`config.mk`:
```
export PLATFORM = sky130hd
export DESIGN_NAME = qconv_loop_ctrl
export DESIGN_NICKNAME = d
export VERILOG_FILES = /design/src/rtl/qconv_ctrl_pkg.sv /design/src/rtl/qconv_loop_idx2d.sv /design/src/rtl/qconv_loop_ctrl.sv
export SDC_FILE = /design/constraint.sdc
export NUM_CORES = 1
export LEC_CHECK = 0
export CORE_ASPECT_RATIO = 0.6
export CORE_MARGIN = 5
export CORE_UTILIZATION = 37
export CTS_CLUSTER_DIAMETER = 80
export DETAILED_ROUTE_END_ITERATION = 10
export PLACE_DENSITY = 0.7
export SLEW_MARGIN = 20
export SYNTH_ARGS = -nofsm -noshare
export SYNTH_HDL_FRONTEND = slang
export SYNTH_SLANG_ARGS = --single-unit
```
`constraint.sdc`:
```
create_clock -name clk -period 3.25 [get_ports clk]
set_input_delay 0.325 -clock clk [delete_from_list [all_inputs] [get_ports clk]]
set_output_delay 0.325 -clock clk [all_outputs]
set_load 0.05 [all_outputs]
```
`src/rtl/qconv_ctrl_pkg.sv`:
```
// Shared definitions for the qconv loop sequencer: engine bit positions,
// the per-level state encoding and the trip-count clamp.
package qconv_ctrl_pkg;

    localparam int NUM_ENG         = 6;
    localparam int ENG_READ_INDATA = 0;
    localparam int ENG_INIT_OUTBUF = 1;
    localparam int ENG_READ_KERNEL = 2;
    localparam int ENG_IC          = 3;
    localparam int ENG_THRESHOLDS  = 4;
    localparam int ENG_OUTPUT      = 5;

    // Widest trip count the clamp helper handles; callers cast to their width.
    localparam int CNT_MAX_W = 16;

    // Single-phase levels (ihw_low) use TRIG_A/WAIT_A as their TRIG/WAIT.
    typedef enum logic [2:0] {
        ST_IDLE,
        ST_TRIG_A,
        ST_WAIT_A,
        ST_TRIG_B,
        ST_WAIT_B,
        ST_NEXT
    } level_state_e;

    // A programmed count of zero runs the loop once.
    function automatic logic [CNT_MAX_W-1:0] clamp_count(input logic [CNT_MAX_W-1:0] n);
        return (n == '0) ? CNT_MAX_W'(1) : n;
    endfunction

endpackage

```
`src/rtl/qconv_loop_idx2d.sv`:
```
// Two-dimensional h/w loop index: w runs fastest, h steps when w wraps.
// is_last flags the final (num_h-1, num_w-1) iteration.
module qconv_loop_idx2d #(
    parameter int W = 8
) (
    input  logic         clk,
    input  logic         rst,
    input  logic         clear,
    input  logic         advance,
    input  logic [W-1:0] num_h,
    input  logic [W-1:0] num_w,
    output logic [W-1:0] h,
    output logic [W-1:0] w,
    output logic         is_last
);

    logic w_wrap;

    assign w_wrap  = (w == num_w - W'(1));
    assign is_last = w_wrap && (h == num_h - W'(1));

    // NOTE: sequential state uses non-blocking assignments only, so every
    // register in the design samples the pre-edge values of its neighbours.
    always_ff @(posedge clk) begin
        if (rst || clear) begin
            h <= '0;
            w <= '0;
        end else if (advance) begin
            if (w_wrap) begin
                w <= '0;
                h <= h + W'(1);
            end else begin
                w <= w + W'(1);
            end
        end
    end

endmodule

```
`src/rtl/qconv_loop_ctrl.sv`:
```
// Runtime-configurable four-level loop sequencer for the qconv datapath.
// Each level is a small FSM that triggers engines/children and waits for their finish.
module qconv_loop_ctrl
    import qconv_ctrl_pkg::*;
#(
    parameter int OC_W = 8,
    parameter int HW_W = 8,
    parameter int K_W  = 4
) (
    input  logic               clk,
    input  logic               rst,
    input  logic               start,
    input  logic               abort,
    input  logic [OC_W-1:0]    cfg_oc_num,
    input  logic [HW_W-1:0]    cfg_ihh_num,
    input  logic [HW_W-1:0]    cfg_iwh_num,
    input  logic [K_W-1:0]     cfg_kh_num,
    input  logic [K_W-1:0]     cfg_kw_num,
    input  logic [HW_W-1:0]    cfg_ihl_num,
    input  logic [HW_W-1:0]    cfg_iwl_num,
    input  logic               cfg_thr_en,
    output logic [NUM_ENG-1:0] eng_start,
    input  logic [NUM_ENG-1:0] eng_done,
    output logic               busy,
    output logic               done,
    output logic [OC_W-1:0]    oc_high,
    output logic [HW_W-1:0]    ih_high,
    output logic [HW_W-1:0]    iw_high,
    output logic [K_W-1:0]     kh,
    output logic [K_W-1:0]     kw,
    output logic [HW_W-1:0]    ih_low,
    output logic [HW_W-1:0]    iw_low
);

    level_state_e oc_st, hh_st, kk_st, ll_st;

    logic               kill;
    logic               accept;
    logic [OC_W-1:0]    oc_num_q;
    logic [OC_W-1:0]    oc_idx;
    logic [HW_W-1:0]    ihh_num_q, iwh_num_q, ihl_num_q, iwl_num_q;
    logic [K_W-1:0]     kh_num_q, kw_num_q;
    logic               thr_en_q;

    logic [NUM_ENG-1:0] eng_start_w;
    logic [NUM_ENG-1:0] eng_pend;
    logic [NUM_ENG-1:0] eng_flag;
    logic [NUM_ENG-1:0] eng_ok;
    logic               thr_ok;

    logic hh_go, kk_go, ll_go;
    logic hh_fin, kk_fin, ll_fin;
    logic hh_fin_flag, kk_fin_flag, ll_fin_flag;
    logic oc_last, hh_last, kk_last, ll_last;
    logic hh_clr, kk_clr, ll_clr;
    logic hh_adv, kk_adv, ll_adv;

    assign kill   = rst || abort;
    assign accept = start && (oc_st == ST_IDLE) && !kill;

    // NOTE: the job configuration is deliberately left without reset; it is
    // rewritten on every accepted start and only consulted while busy.
    always_ff @(posedge clk) begin
        if (accept) begin
            oc_num_q  <= OC_W'(clamp_count(CNT_MAX_W'(cfg_oc_num)));
            ihh_num_q <= HW_W'(clamp_count(CNT_MAX_W'(cfg_ihh_num)));
            iwh_num_q <= HW_W'(clamp_count(CNT_MAX_W'(cfg_iwh_num)));
            kh_num_q  <= K_W'(clamp_count(CNT_MAX_W'(cfg_kh_num)));
            kw_num_q  <= K_W'(clamp_count(CNT_MAX_W'(cfg_kw_num)));
            ihl_num_q <= HW_W'(clamp_count(CNT_MAX_W'(cfg_ihl_num)));
            iwl_num_q <= HW_W'(clamp_count(CNT_MAX_W'(cfg_iwl_num)));
            thr_en_q  <= cfg_thr_en;
        end
    end

    // Start pulses are pure decodes of the level states, suppressed in an abort/reset cycle.
    // NOTE: every always_comb output gets a default first so no latch is inferred.
    always_comb begin
        eng_start_w = '0;
        eng_start_w[ENG_READ_INDATA] = (hh_st == ST_TRIG_A);
        eng_start_w[ENG_INIT_OUTBUF] = (hh_st == ST_TRIG_A);
        eng_start_w[ENG_READ_KERNEL] = (kk_st == ST_TRIG_A);
        eng_start_w[ENG_IC]          = (ll_st == ST_TRIG_A);
        eng_start_w[ENG_THRESHOLDS]  = (oc_st == ST_TRIG_A) && thr_en_q;
        eng_start_w[ENG_OUTPUT]      = (oc_st == ST_TRIG_B);
        if (kill) begin
            eng_start_w = '0;
        end
    end

    assign eng_start = eng_start_w;

    // A done pulse only counts while its engine has an outstanding start.
    always_ff @(posedge clk) begin
        if (kill) begin
            eng_pend <= '0;
            eng_flag <= '0;
        end else begin
            for (int i = 0; i < NUM_ENG; i++) begin
                if (eng_start_w[i]) begin
                    eng_pend[i] <= 1'b1;
                    eng_flag[i] <= 1'b0;
                end else if (eng_done[i] && eng_pend[i]) begin
                    eng_pend[i] <= 1'b0;
                    eng_flag[i] <= 1'b1;
                end
            end
        end
    end

    assign eng_ok = eng_flag | (eng_done & eng_pend);
    assign thr_ok = !thr_en_q || eng_ok[ENG_THRESHOLDS];

    assign hh_go  = (oc_st == ST_TRIG_A);
    assign kk_go  = (hh_st == ST_TRIG_B);
    assign ll_go  = (kk_st == ST_TRIG_B);
    assign hh_fin = (hh_st == ST_NEXT) && hh_last;
    assign kk_fin = (kk_st == ST_NEXT) && kk_last;
    assign ll_fin = (ll_st == ST_NEXT) && ll_last;

    always_ff @(posedge clk) begin
        if (kill) begin
            hh_fin_flag <= 1'b0;
            kk_fin_flag <= 1'b0;
            ll_fin_flag <= 1'b0;
        end else begin
            if (hh_go)       hh_fin_flag <= 1'b0;
            else if (hh_fin) hh_fin_flag <= 1'b1;
            if (kk_go)       kk_fin_flag <= 1'b0;
            else if (kk_fin) kk_fin_flag <= 1'b1;
            if (ll_go)       ll_fin_flag <= 1'b0;
            else if (ll_fin) ll_fin_flag <= 1'b1;
        end
    end

    assign oc_last = (oc_idx == oc_num_q - OC_W'(1));

    always_ff @(posedge clk) begin
        if (kill) begin
            oc_st  <= ST_IDLE;
            oc_idx <= '0;
        end else begin
            case (oc_st)
                ST_IDLE:   if (start) oc_st <= ST_TRIG_A;
                ST_TRIG_A: oc_st <= ST_WAIT_A;
                ST_WAIT_A: if (thr_ok && (hh_fin_flag || hh_fin)) oc_st <= ST_TRIG_B;
                ST_TRIG_B: oc_st <= ST_WAIT_B;
                ST_WAIT_B: if (eng_ok[ENG_OUTPUT]) oc_st <= ST_NEXT;
                ST_NEXT: begin
                    if (oc_last) begin
                        oc_st  <= ST_IDLE;
                        oc_idx <= '0;
                    end else begin
                        oc_st  <= ST_TRIG_A;
                        oc_idx <= oc_idx + OC_W'(1);
                    end
                end
                default:   oc_st <= ST_IDLE;
            endcase
        end
    end

    always_ff @(posedge clk) begin
        if (kill) begin
            hh_st <= ST_IDLE;
        end else begin
            case (hh_st)
                ST_IDLE:   if (hh_go) hh_st <= ST_TRIG_A;
                ST_TRIG_A: hh_st <= ST_WAIT_A;
                ST_WAIT_A: if (eng_ok[ENG_READ_INDATA] && eng_ok[ENG_INIT_OUTBUF]) hh_st <= ST_TRIG_B;
                ST_TRIG_B: hh_st <= ST_WAIT_B;
                ST_WAIT_B: if (kk_fin_flag || kk_fin) hh_st <= ST_NEXT;
                ST_NEXT:   hh_st <= hh_last ? ST_IDLE : ST_TRIG_A;
                default:   hh_st <= ST_IDLE;
            endcase
        end
    end

    always_ff @(posedge clk) begin
        if (kill) begin
            kk_st <= ST_IDLE;
        end else begin
            case (kk_st)
                ST_IDLE:   if (kk_go) kk_st <= ST_TRIG_A;
                ST_TRIG_A: kk_st <= ST_WAIT_A;
                ST_WAIT_A: if (eng_ok[ENG_READ_KERNEL]) kk_st <= ST_TRIG_B;
                ST_TRIG_B: kk_st <= ST_WAIT_B;
                ST_WAIT_B: if (ll_fin_flag || ll_fin) kk_st <= ST_NEXT;
                ST_NEXT:   kk_st <= kk_last ? ST_IDLE : ST_TRIG_A;
                default:   kk_st <= ST_IDLE;
            endcase
        end
    end

    always_ff @(posedge clk) begin
        if (kill) begin
            ll_st <= ST_IDLE;
        end else begin
            case (ll_st)
                ST_IDLE:   if (ll_go) ll_st <= ST_TRIG_A;
                ST_TRIG_A: ll_st <= ST_WAIT_A;
                ST_WAIT_A: if (eng_ok[ENG_IC]) ll_st <= ST_NEXT;
                ST_NEXT:   ll_st <= ll_last ? ST_IDLE : ST_TRIG_A;
                default:   ll_st <= ST_IDLE;
            endcase
        end
    end

    // Indices move only on NEXT; finishing a level returns them to zero.
    assign hh_adv = (hh_st == ST_NEXT) && !hh_last;
    assign kk_adv = (kk_st == ST_NEXT) && !kk_last;
    assign ll_adv = (ll_st == ST_NEXT) && !ll_last;
    assign hh_clr = abort || hh_fin;
    assign kk_clr = abort || kk_fin;
    assign ll_clr = abort || ll_fin;

    qconv_loop_idx2d #(.W(HW_W)) u_ihw_high (
        .clk     (clk),
        .rst     (rst),
        .clear   (hh_clr),
        .advance (hh_adv),
        .num_h   (ihh_num_q),
        .num_w   (iwh_num_q),
        .h       (ih_high),
        .w       (iw_high),
        .is_last (hh_last)
    );

    qconv_loop_idx2d #(.W(K_W)) u_khw (
        .clk     (clk),
        .rst     (rst),
        .clear   (kk_clr),
        .advance (kk_adv),
        .num_h   (kh_num_q),
        .num_w   (kw_num_q),
        .h       (kh),
        .w       (kw),
        .is_last (kk_last)
    );

    qconv_loop_idx2d #(.W(HW_W)) u_ihw_low (
        .clk     (clk),
        .rst     (rst),
        .clear   (ll_clr),
        .advance (ll_adv),
        .num_h   (ihl_num_q),
        .num_w   (iwl_num_q),
        .h       (ih_low),
        .w       (iw_low),
        .is_last (ll_last)
    );

    assign oc_high = oc_idx;
    assign busy    = (oc_st != ST_IDLE);
    assign done    = (oc_st == ST_NEXT) && oc_last && !kill;

endmodule

```
Word level (Yosys, flattened, before mapping)
Index checks and enable logic that the tools add are counted.

word-level totals
  bits of input ports = 59
  bits in read-only memories = 0
  memory bits (writable) = 0
  word-level logic and storage cells = 194
  output and inout port bits = 56
  memories = 0
  bits in registers = 124
  latch bits = 0

cells by class
  equality and inequality tests = 36
  reductions and logical operators = 72
  $lt $le $gt $ge = 0
  bitwise logic cells = 2
  div/mod/pow operators = 0
  muxes and demuxes = 36
  shift-type cells = 0
  multiply operators = 0
  add/subtract/negate cells = 14

operators with widths
  operator               count
  $pmux W3 S6            3
  $add A8 B1 Y8 const B  5
  $eq A8 B8 Y1           5
  $logic_not A8 Y1       5
  $sub A8 B1 Y8 const B  5
  $mux W3                11
  $mux W8                3
  $logic_and A1 B1 Y1    22
  $ne A2 B2 Y1 const B   11
  $eq A3 B2 Y1 const B   7
  $eq A3 B3 Y1 const B   7
  $reduce_or A2 Y1       9
  $mux W1                16
  $eq A3 B1 Y1 const B   4
  $logic_not A3 Y1       4
  $pmux W3 S4            1
  $reduce_bool A2 Y1     6
  $logic_or A1 B1 Y1     11
  $reduce_and A3 Y1      3
  $add A4 B1 Y4 const B  2
  $eq A4 B4 Y1           2
  $logic_not A4 Y1       2
  $reduce_and A2 Y1      4
  $sub A4 B1 Y4 const B  2
  6 further kinds        10

Longest topological paths before layout
Gate-level depths: netlist of the first run.

  depth in word-level cells = 8
  gate-level depth with buffers = 11
  mapped depth without buffers = 10

By module
A second synthesis of the first run with hierarchy kept.

second synthesis, totals
  cells, all modules = 701
  area total of the unflattened synthesis = 6,555.0 um^2

modules (own cells, without submodules)
  module                             sequential area each (um^2)  area each (um^2)  cells an instance  instances
  qconv_loop_ctrl                    2,172.1                      3,574.7           333                1
  qconv_loop_idx2d (u_ihw_high ...)  320.3                        1,197.4           151                2
  qconv_loop_idx2d (u_khw)           160.2                        585.6             66                 1

Worst setup path before layout of the first run
Ideal clock, no wire load.

  kind = register to register
  start point = register oc_st[0]
  end point = register ihh_num_q[0], enable pin
  clock period less this slack = 3,670 ps
  buffers on the path = 1
  data arrival time = 3,214 ps
  setup time = 456 ps
  path slack = -420 ps
  required time = 2,794 ps
  cell stages (with the launch flop) = 4
  path through = dfxtp_1 > clkbuf_1 > or3_1 > nor2_1

on the way
  longest elaborated chain between the ends = 3

RTL lines
  what                               RTL line                text
  from (decl)                        qconv_loop_ctrl.sv:35   level_state_e oc_st, hh_st, kk_st, ll_st;
  from (signal assigned)             qconv_loop_ctrl.sv:140  oc_st <= ST_IDLE;
  from (signal assigned)             qconv_loop_ctrl.sv:144  ST_IDLE: if (start) oc_st <= ST_TRIG_A;
  from (signal assigned)             qconv_loop_ctrl.sv:145  ST_TRIG_A: oc_st <= ST_WAIT_A;
  $logic_not A3 Y1                   qconv_loop_ctrl.sv:59   assign accept = start && (oc_st == ST_IDLE) && !kill;
  $logic_and A1 B1 Y1 (2 in series)  qconv_loop_ctrl.sv:59
  net accept                         qconv_loop_ctrl.sv:38   logic accept;
  to (signal assigned)               qconv_loop_ctrl.sv:66   ihh_num_q <= HW_W'(clamp_count(CNT_MAX_W'(cfg_ihh_num)));
  to (decl)                          qconv_loop_ctrl.sv:41   logic [HW_W-1:0] ihh_num_q, iwh_num_q, ihl_num_q, iwl_num_q;

The timed path passes the listed nets, and every way through them passes these cells.
A chain may end at the register's enable or synchronous reset.

Worst setup path after layout of the first run
  start point = register oc_num_q[2]
  end point = output done

on the way
  longest elaborated chain between the ends = 4

RTL lines
  what                               RTL line                text
  from (decl)                        qconv_loop_ctrl.sv:39   logic [OC_W-1:0] oc_num_q;
  from (signal assigned)             qconv_loop_ctrl.sv:65   oc_num_q <= OC_W'(clamp_count(CNT_MAX_W'(cfg_oc_num)));
  $sub A8 B1 Y8                      qconv_loop_ctrl.sv:136  assign oc_last = (oc_idx == oc_num_q - OC_W'(1));
  $eq A8 B8 Y1                       qconv_loop_ctrl.sv:136
  $logic_and A1 B1 Y1 (2 in series)  qconv_loop_ctrl.sv:255  assign done = (oc_st == ST_NEXT) && oc_last && !kill;
  to (decl)                          qconv_loop_ctrl.sv:25   output logic done,

No other way between the ends.

==> results of run 1 <==
final cells by class:
class | instances | area [µm²]
Timing Repair Buffer | 123 | 1191
Sequential cell | 124 | 2973
Fill cell | 1697 | 9428
Multi-Input combinational cell | 515 | 3288
Clock inverter | 15 | 196.4
Clock buffer | 17 | 425.4
Inverter | 20 | 75.07
Tap cell | 240 | 300.3
cells in the final DEF, fill, tap and decap left out, types with 3 or more instances in the layout:
cell             instances
or3b_2                   3
nor3b_1                  6
mux2i_1                  3
edfxtp_1                49
or4_4                    3
nand4_1                  9
nor2_1                  65
o211ai_1                 4
xnor2_1                 46
a21oi_1                 58
o21ai_0                 25
or4_1                    3
dfxtp_1                 75
and2_1                   5
and3_1                   9
clkinv_4                 3
nor2b_1                  9
or2_2                    4
ha_1                    14
a31oi_1                 11
nand4b_1                 4
xor2_1                  25
clkdlybuf4s50_1        107
nor4_1                  13
clkbuf_16               17
or3_1                    5
a21o_1                   6
buf_4                   16
a211oi_1                 7
nand3_1                 20
bufinv_16                4
nand3b_1                18
nand2b_1                16
inv_1                   20
nand2_1                 46
nor3_1                  38
critical path, delay by kind of cell (launching register included):
| kind | cells | cell delay (ns) |
|---|---|---|
| AND/OR/NAND/NOR | 5 | 1.26 |
| XOR/XNOR | 1 | 0.16 |
| AO/OA/AOI/OAI | 1 | 0.07 |
| flip-flops | 1 | 0.49 |
| buffers and inverters | 1 | 0.25 |
final timing paths:
path | slack, ns | cells past startpoint | endpoint | from
setup / recovery | 0.29 | 8 | done | oc_num_q[2]
setup reg to reg | 0.38 | 9 | ll_fin_flag | iwl_num_q[0]
hold reg to reg | 0.45 | 2 | eng_flag[0] | eng_flag[0]
hold / removal | 0.45 | 2 | eng_flag[0] | eng_flag[0]
cells by family (layout without fill, tap and decap cells):
| group | after synthesis | after routing | synth area share [%] |
|---|---|---|---|
| XOR/XNOR | 73 | 73 | 10.06 |
| buffers and inverters | 86 | 175 | 6.052 |
| multiplexers | 4 | 4 | 0.6203 |
| flip-flops | 124 | 124 | 44.66 |
| AO/OA/AOI/OAI | 129 | 129 | 11.62 |
| adder cells (fa/ha/maj) | 14 | 14 | 2.632 |
| AND/OR/NAND/NOR | 295 | 295 | 24.36 |
layer usage:
metal	part of all wire [%]	track usage (%)	wire length, µm
met4	0.59	3.373	93
met2	39	20.20	6134
met1	54	23.84	8549
met3	5.8	4.111	913
met5	0	0	0
per-stage QoR:
stage | instance area, µm² | hold WS, ns
final | 8449 | 0.4542
after global routing | 8449 | 0.4790
after CTS | 8449 | 0.4613
after detailed placement | 7828 | 0.4452
after global placement | 7828 | 0.4384
after floorplan | 6659 | 0.4200
registers in the layout (all words and copies together), names as in the netlist, 3 cells and up:
signal,count
oc_st,3
ll_st,3
eng_flag,6
kk_st,3
kh_num_q,4
oc_num_q,8
kw_num_q,4
ihl_num_q,8
u_ihw_high.w,8
iwh_num_q,8
u_ihw_low.w,8
oc_high,8
u_ihw_high.h,8
ihh_num_q,8
eng_pend,6
u_ihw_low.h,8
hh_st,3
u_khw.h,4
iwl_num_q,8
u_khw.w,4
where the power goes:
part / total [W] / internal, W / switching, W
registers: 0.00166 / 0.00164 / 0.0000203
clock network: 0.00202 / 0.00128 / 0.000733
logic: 0.000202 / 0.000110 / 0.0000920
total: 0.00388 / 0.00303 / 0.000845
==> impl_results.md, run 1 <==
- CP max stage cell: nor4_1
- Syn Nets: 798
- CP arrival: 2.64 ns
- Cells after DPL: 1022
- Tcrit/Tclk final: 91.13%
- Total gr overflow: 0
- Final Hold Fails: 0
- Worst Setup End Kind: primary output
- I/O pin cnt: 115
- Syn Area/Cell: 9.181 µm²
- Post-synth top flop: dfxtp_1
- Pwr Total: 0.003880 W
- Placed wire-length estimate: 11.32 mm
- Synth Register Bits: 124
- N_diodes: 0
- DRT antenna net count: 0
- Mapped Area: 6656 µm²
- Root Buffer: clkbuf_16
- Largest net degree at the start of global routing: 50
- Post-synthesis cell count: 725
- Die width: 183.2 µm
- Post-synth top area cell: dfxtp_1
- Rows: 38
- Peak supply drop: 0.0002691 V
- PortBufs: 114
- 1st-iter DRT viols: 408
- Final RePlAce weighted congestion: 0.7786
- Via count: 5425
- Initial antenna violation count: 0
- Critical path type: reg -> out
- Routed WL per cell: 14.89 µm
- Synth area leaders: dfxtp_1, edfxtp_1, xnor2_1, a21oi_1, nor2_1
- Number of synthesized flops with an enable pin: 49
- Synth unique cells: 68
- Total GRT Usage: 15.11%
- Clock sinks: 124
- Setup violations, final: 0
- Worst path max stage delay: 0.53 ns
- Number of H-tree levels: 4
- Layout Utilization: 47.26%
- Worst Path Required: 2.92 ns
- Cell with the most instances after synthesis: dfxtp_1
- Worst setup SP type: flop
- Post-CTS Setup Repair Bufs: 0
- Outcome: finished, final reports clean
- Worst slew margin relative to its limit: 43.91%
- Number of global-route vias before repair: 5001
- Worst-skew pair later-pin latency: 0.41 ns
- Worst slew pin tran: 0.8414 ns
- Critical Path, Cell by Cell: nor4_1 > nand2_1 > xnor2_1 > nand3_1 > o21ai_0 > nand4_1 > nor3_1 > buf_4
- Final min period: 2.962 ns
- Maxcap violations: 0
- PostCTS Resize Cnt: 0
- FFs w/ async S/R, synth: 0%
- RSZ-0062 raised after global routing: no
- Vias per inst: 5.147
- Power per cell area: 459.2 nW/µm²
- Seq/Total Area, Yosys: 44.66%
- Worst Hold Class: reg -> reg
- Fmax: 0.3376 GHz
- CP max FO: 5
- Share of cells above drive strength 1: 8.477%
- DRT Wirelength: 15.69 mm
- DR pass1 iterations: 4
- Die area: 20860 µm²
- CTS Hold Bufs: 0
- Yosys warning count: 0
- Pre-CTS setup slack: 0.3874 ns
- Initial Util: 37.23%
- Nets: 874
- Core Region: 17880 µm²
- Non-Filler Instances: 1054
- CTS tree: done
- Area delta synth->final: 26.94%
- Die outline height: 113.9 µm
- Worst Slack Setup Final: 0.2881 ns
- Top-area cell type share of the netlist area: 22.56%
- Leak Pwr: 2.880 nW
- Post-synth top cells: dfxtp_1, nor2_1, a21oi_1
- Slew Viols, Final: 0
- Clock transition at path regs: 0.06 ns
- First-pass GRT wire length: 25.61 mm
- TNS Setup: 0 ns
- Clock buffer depth: 2
- CTS Buf Count: 17
- DRC violations left: 0
- Layout Skew: 0.01233 ns
No activity file was read; power rests on OpenSTA's default activity.
==> run 2: changes to the inputs <==
--- a/config.mk
+++ b/config.mk
@@ -7,10 +7,10 @@
 export LEC_CHECK = 0
 export CORE_ASPECT_RATIO = 0.6
 export CORE_MARGIN = 5
-export CORE_UTILIZATION = 37
+export CORE_UTILIZATION = 48
 export CTS_CLUSTER_DIAMETER = 80
 export DETAILED_ROUTE_END_ITERATION = 10
-export PLACE_DENSITY = 0.7
+export PLACE_DENSITY = 0.84
 export SLEW_MARGIN = 20
 export SYNTH_ARGS = -nofsm -noshare
 export SYNTH_HDL_FRONTEND = slang
==> run 2 against run 1 <==
Global-route usage rose by 3.4 points. First-iteration DRC count fell by 15%. Clock-buffer cell count rose by 3. Critical path depth grew 1. Cell area is 0.65% lower. Utilization up 14 points. Non-clock buffer count increased by 1. Via count is 0.77% lower. Total power down 0.71%. Flip-flop and latch count did not move. Final cell count is 6.1% lower. Critical endpoint unchanged. Largest cell class unchanged. Largest power group unchanged.
==> impl_results.md, run 2 (synthesis gave the netlist of run 1 again) <==
- Initial Util: 48.85% (+12 points)
- Layout Utilization: 61.61% (+14 points)
- Slew Viols, Final: 0 (unchanged)
- Area occupied by multi-input gates: 3299 µm² (+0.34%)
- Area delta synth->final: 26.11%
- Worst-skew pair later-pin latency: 0.41 ns (about the same)
- Die area: 16400 µm² (-21%)
- DRT Wirelength: 15.11 mm (-3.7%)
- Worst path max stage delay: 0.46 ns (-0.07 ns)
- Post-CTS Setup Repair Bufs: 0 (unchanged)
- Final RePlAce weighted congestion: 0.8214 (+5.5%)
- Clock sinks: 124 (unchanged)
- Share of cells above drive strength 1: 7.975% (-0.50 points)
- Final min period: 2.973 ns (+0.01075 ns)
- Clock transition at path regs: 0.06 ns (about the same)
- Nets: 875 (+0.11%)
- DRC violations left: 0 (unchanged)
- Final Hold Fails: 0 (unchanged)
- CP arrival: 2.65 ns (about the same)
- Top Usage Layer GRT: met1
- Logic pwr share: 5.2% (about the same)
- Sw Ratio: 20.84% (-0.95 points)
- Placed wire-length estimate: 10.98 mm (-3.0%)
- Die outline height: 101.2 µm (-11%)
- CP max FO: 8 (+3)
- Worst Setup End Kind: primary output
- CTS Buf Count: 17 (unchanged)
- Via count: 5383 (-0.77%)
- Total GRT Usage: 18.50% (+3.4 points)
- Total gr overflow: 0 (unchanged)
- DRT antenna net count: 0 (unchanged)
- Critical Path, Cell by Cell: inv_1 > ha_1 > nor4_1 > a32o_1 > a22oi_1 > o21ai_0 > nand4_1 > nor3_2 > buf_4
- Clock power frac: 51.6% (-0.4 points)
- Layout Skew: 0.01318 ns (+0.0008537 ns)
- Met3 Use GR: 5.490% (+1.4 points)
- TNS Setup: 0 ns (unchanged)
- Die width: 162.0 µm (-12%)
- CTS Hold Bufs: 0 (unchanged)
- Fmax: 0.3364 GHz (-0.36%)
- Number of global-route vias before repair: 5011 (+0.20%)
- Routed WL per cell: 15.26 µm (+2.5%)
- Maxcap violations: 0 (unchanged)
- Met1 Use GR: 27.19% (+3.4 points)
- Vias per inst: 5.437 (+5.6%)
- PostCTS Resize Cnt: 0 (unchanged)
- Power per cell area: 458.9 nW/µm² (about the same)
- Clock buffer depth: 2 (unchanged)
- Worst slew margin relative to its limit: 57.73% (+14 points)
- Met2 usage: 27.01% (+6.8 points)
- Pint: 0.003050 W (+0.49%)
- DR pass1 iterations: 4 (unchanged)
- # fillers: 1146 (-32%)
- Largest net degree at the start of global routing: 31 (-38%)
- Tcrit/Tclk final: 91.47% (+0.33 points)
- CTS tree: done
- Critical path type: reg -> out
- Rows: 33 (-13%)
- RSZ-0062 raised after global routing: no
- Core Region: 13630 µm² (-24%)
- Most frequent cells in the layout: clkdlybuf4s50_1, dfxtp_1, nor2_1
- Worst slew pin tran: 0.6307 ns (-0.2108 ns)
- Worst setup SP type: flop
- Peak supply drop: 0.0002950 V (+9.6%)
- Number of H-tree levels: 4 (unchanged)
- NetSw: 0.0008027 W (-5.0%)
- Pre-CTS setup slack: 0.3393 ns (-0.04816 ns)
- Leak Pwr: 2.872 nW (-0.28%)
- Worst Path Required: 2.92 ns (about the same)
- CP max stage cell: edfxtp_1
- First-pass GRT wire length: 24.72 mm (-3.5%)
- Pwr Total: 0.003852 W (-0.71%)
- Worst Slack Setup Final: 0.2774 ns (-0.01075 ns)
- Worst hold slack: 0.4473 ns (-0.006921 ns)
- I/O pin cnt: 115 (unchanged)
- 1st-iter DRT viols: 345 (-15%)
- Top delay family on crit path: simple AND/OR/NAND/NOR gates
- N_diodes: 0 (unchanged)
- Setup violations, final: 0 (unchanged)
- Worst Hold Class: reg -> reg
- CP bufs+invs: 2 (+1)
- Seq pwr share: 43.1% (+0.3 points)
- Initial antenna violation count: 0 (unchanged)
- PortBufs: 114 (unchanged)
- Most common cell after layout, fill and taps aside: clkdlybuf4s50_1
- Root Buffer: clkbuf_16
- Outcome: finished, final reports clean
- FF+latch area: 2973 µm² (unchanged)
[run 2: cell types whose count changed in the layout (fill, tap and decap cells not counted)]
cell,change
buf_4,-4
clkbuf_1,+2
clkbuf_8,+1
clkdlybuf4s50_1,+5
clkinv_4,-1
inv_6,-2
nor3_1,-1
nor3_2,+1
nor4_1,-1
nor4_2,+1
[run 2: cell type report]
class	count	area share [%]
multi-input cells	515	39.31
flip-flops and latches	124	35.42
repair buffers	124	14.43
clock buffers	20	5.321
well taps	175	2.608
clock inverters	12	2.027
inverters	20	0.8943
[run 2: path summary, 6_finish.rpt]
| kind | from | endpoint | slack [ns] | cells past startpoint |
|---|---|---|---|---|
| worst max-delay path | oc_num_q[0] | done | 0.28 | 9 |
| worst min-delay path | eng_flag[0] | eng_flag[0] | 0.45 | 2 |
| worst max register to register | iwl_num_q[0] | ll_fin_flag | 0.32 | 9 |
| worst min register to register | eng_flag[0] | eng_flag[0] | 0.45 | 2 |
[run 2: per-layer routing]
metal | routed length, µm | vias up
li1 | - | 2718
met1 | 7711 | 2489
met2 | 6257 | 164
met3 | 1033 | 12
met4 | 105 | 0
met5 | 0 | -
[run 2: power by group through the flow]
| stage | combinational, W | sequential, W | clock [W] |
|---|---|---|---|
| 2_1_floorplan | 0.000120 | 0.00169 | 0 |
| 3_3_place_gp | 0.000199 | 0.00169 | 0 |
| 3_5_place_dp | 0.000201 | 0.00169 | 0 |
| 4_1_cts | 0.000203 | 0.00166 | 0.00202 |
| 5_1_grt | 0.000220 | 0.00166 | 0.00210 |
| 6_report | 0.000201 | 0.00166 | 0.00199 |
[run 2: worst min-delay path: cells and delay by family, from the launching register on]
family | cells | cell delay, ns
AND/OR/NAND/NOR | 1 | 0.07
AO/OA/AOI/OAI | 1 | 0.04
flip-flops | 1 | 0.30
[run 2: per-stage QoR]
step / cell area, µm² / std cells
global placement: 7766 / 958
detailed placement: 7766 / 958
finish: 8394 / 990
global route: 8394 / 990
CTS: 8383 / 990
floorplan: 6659 / 725
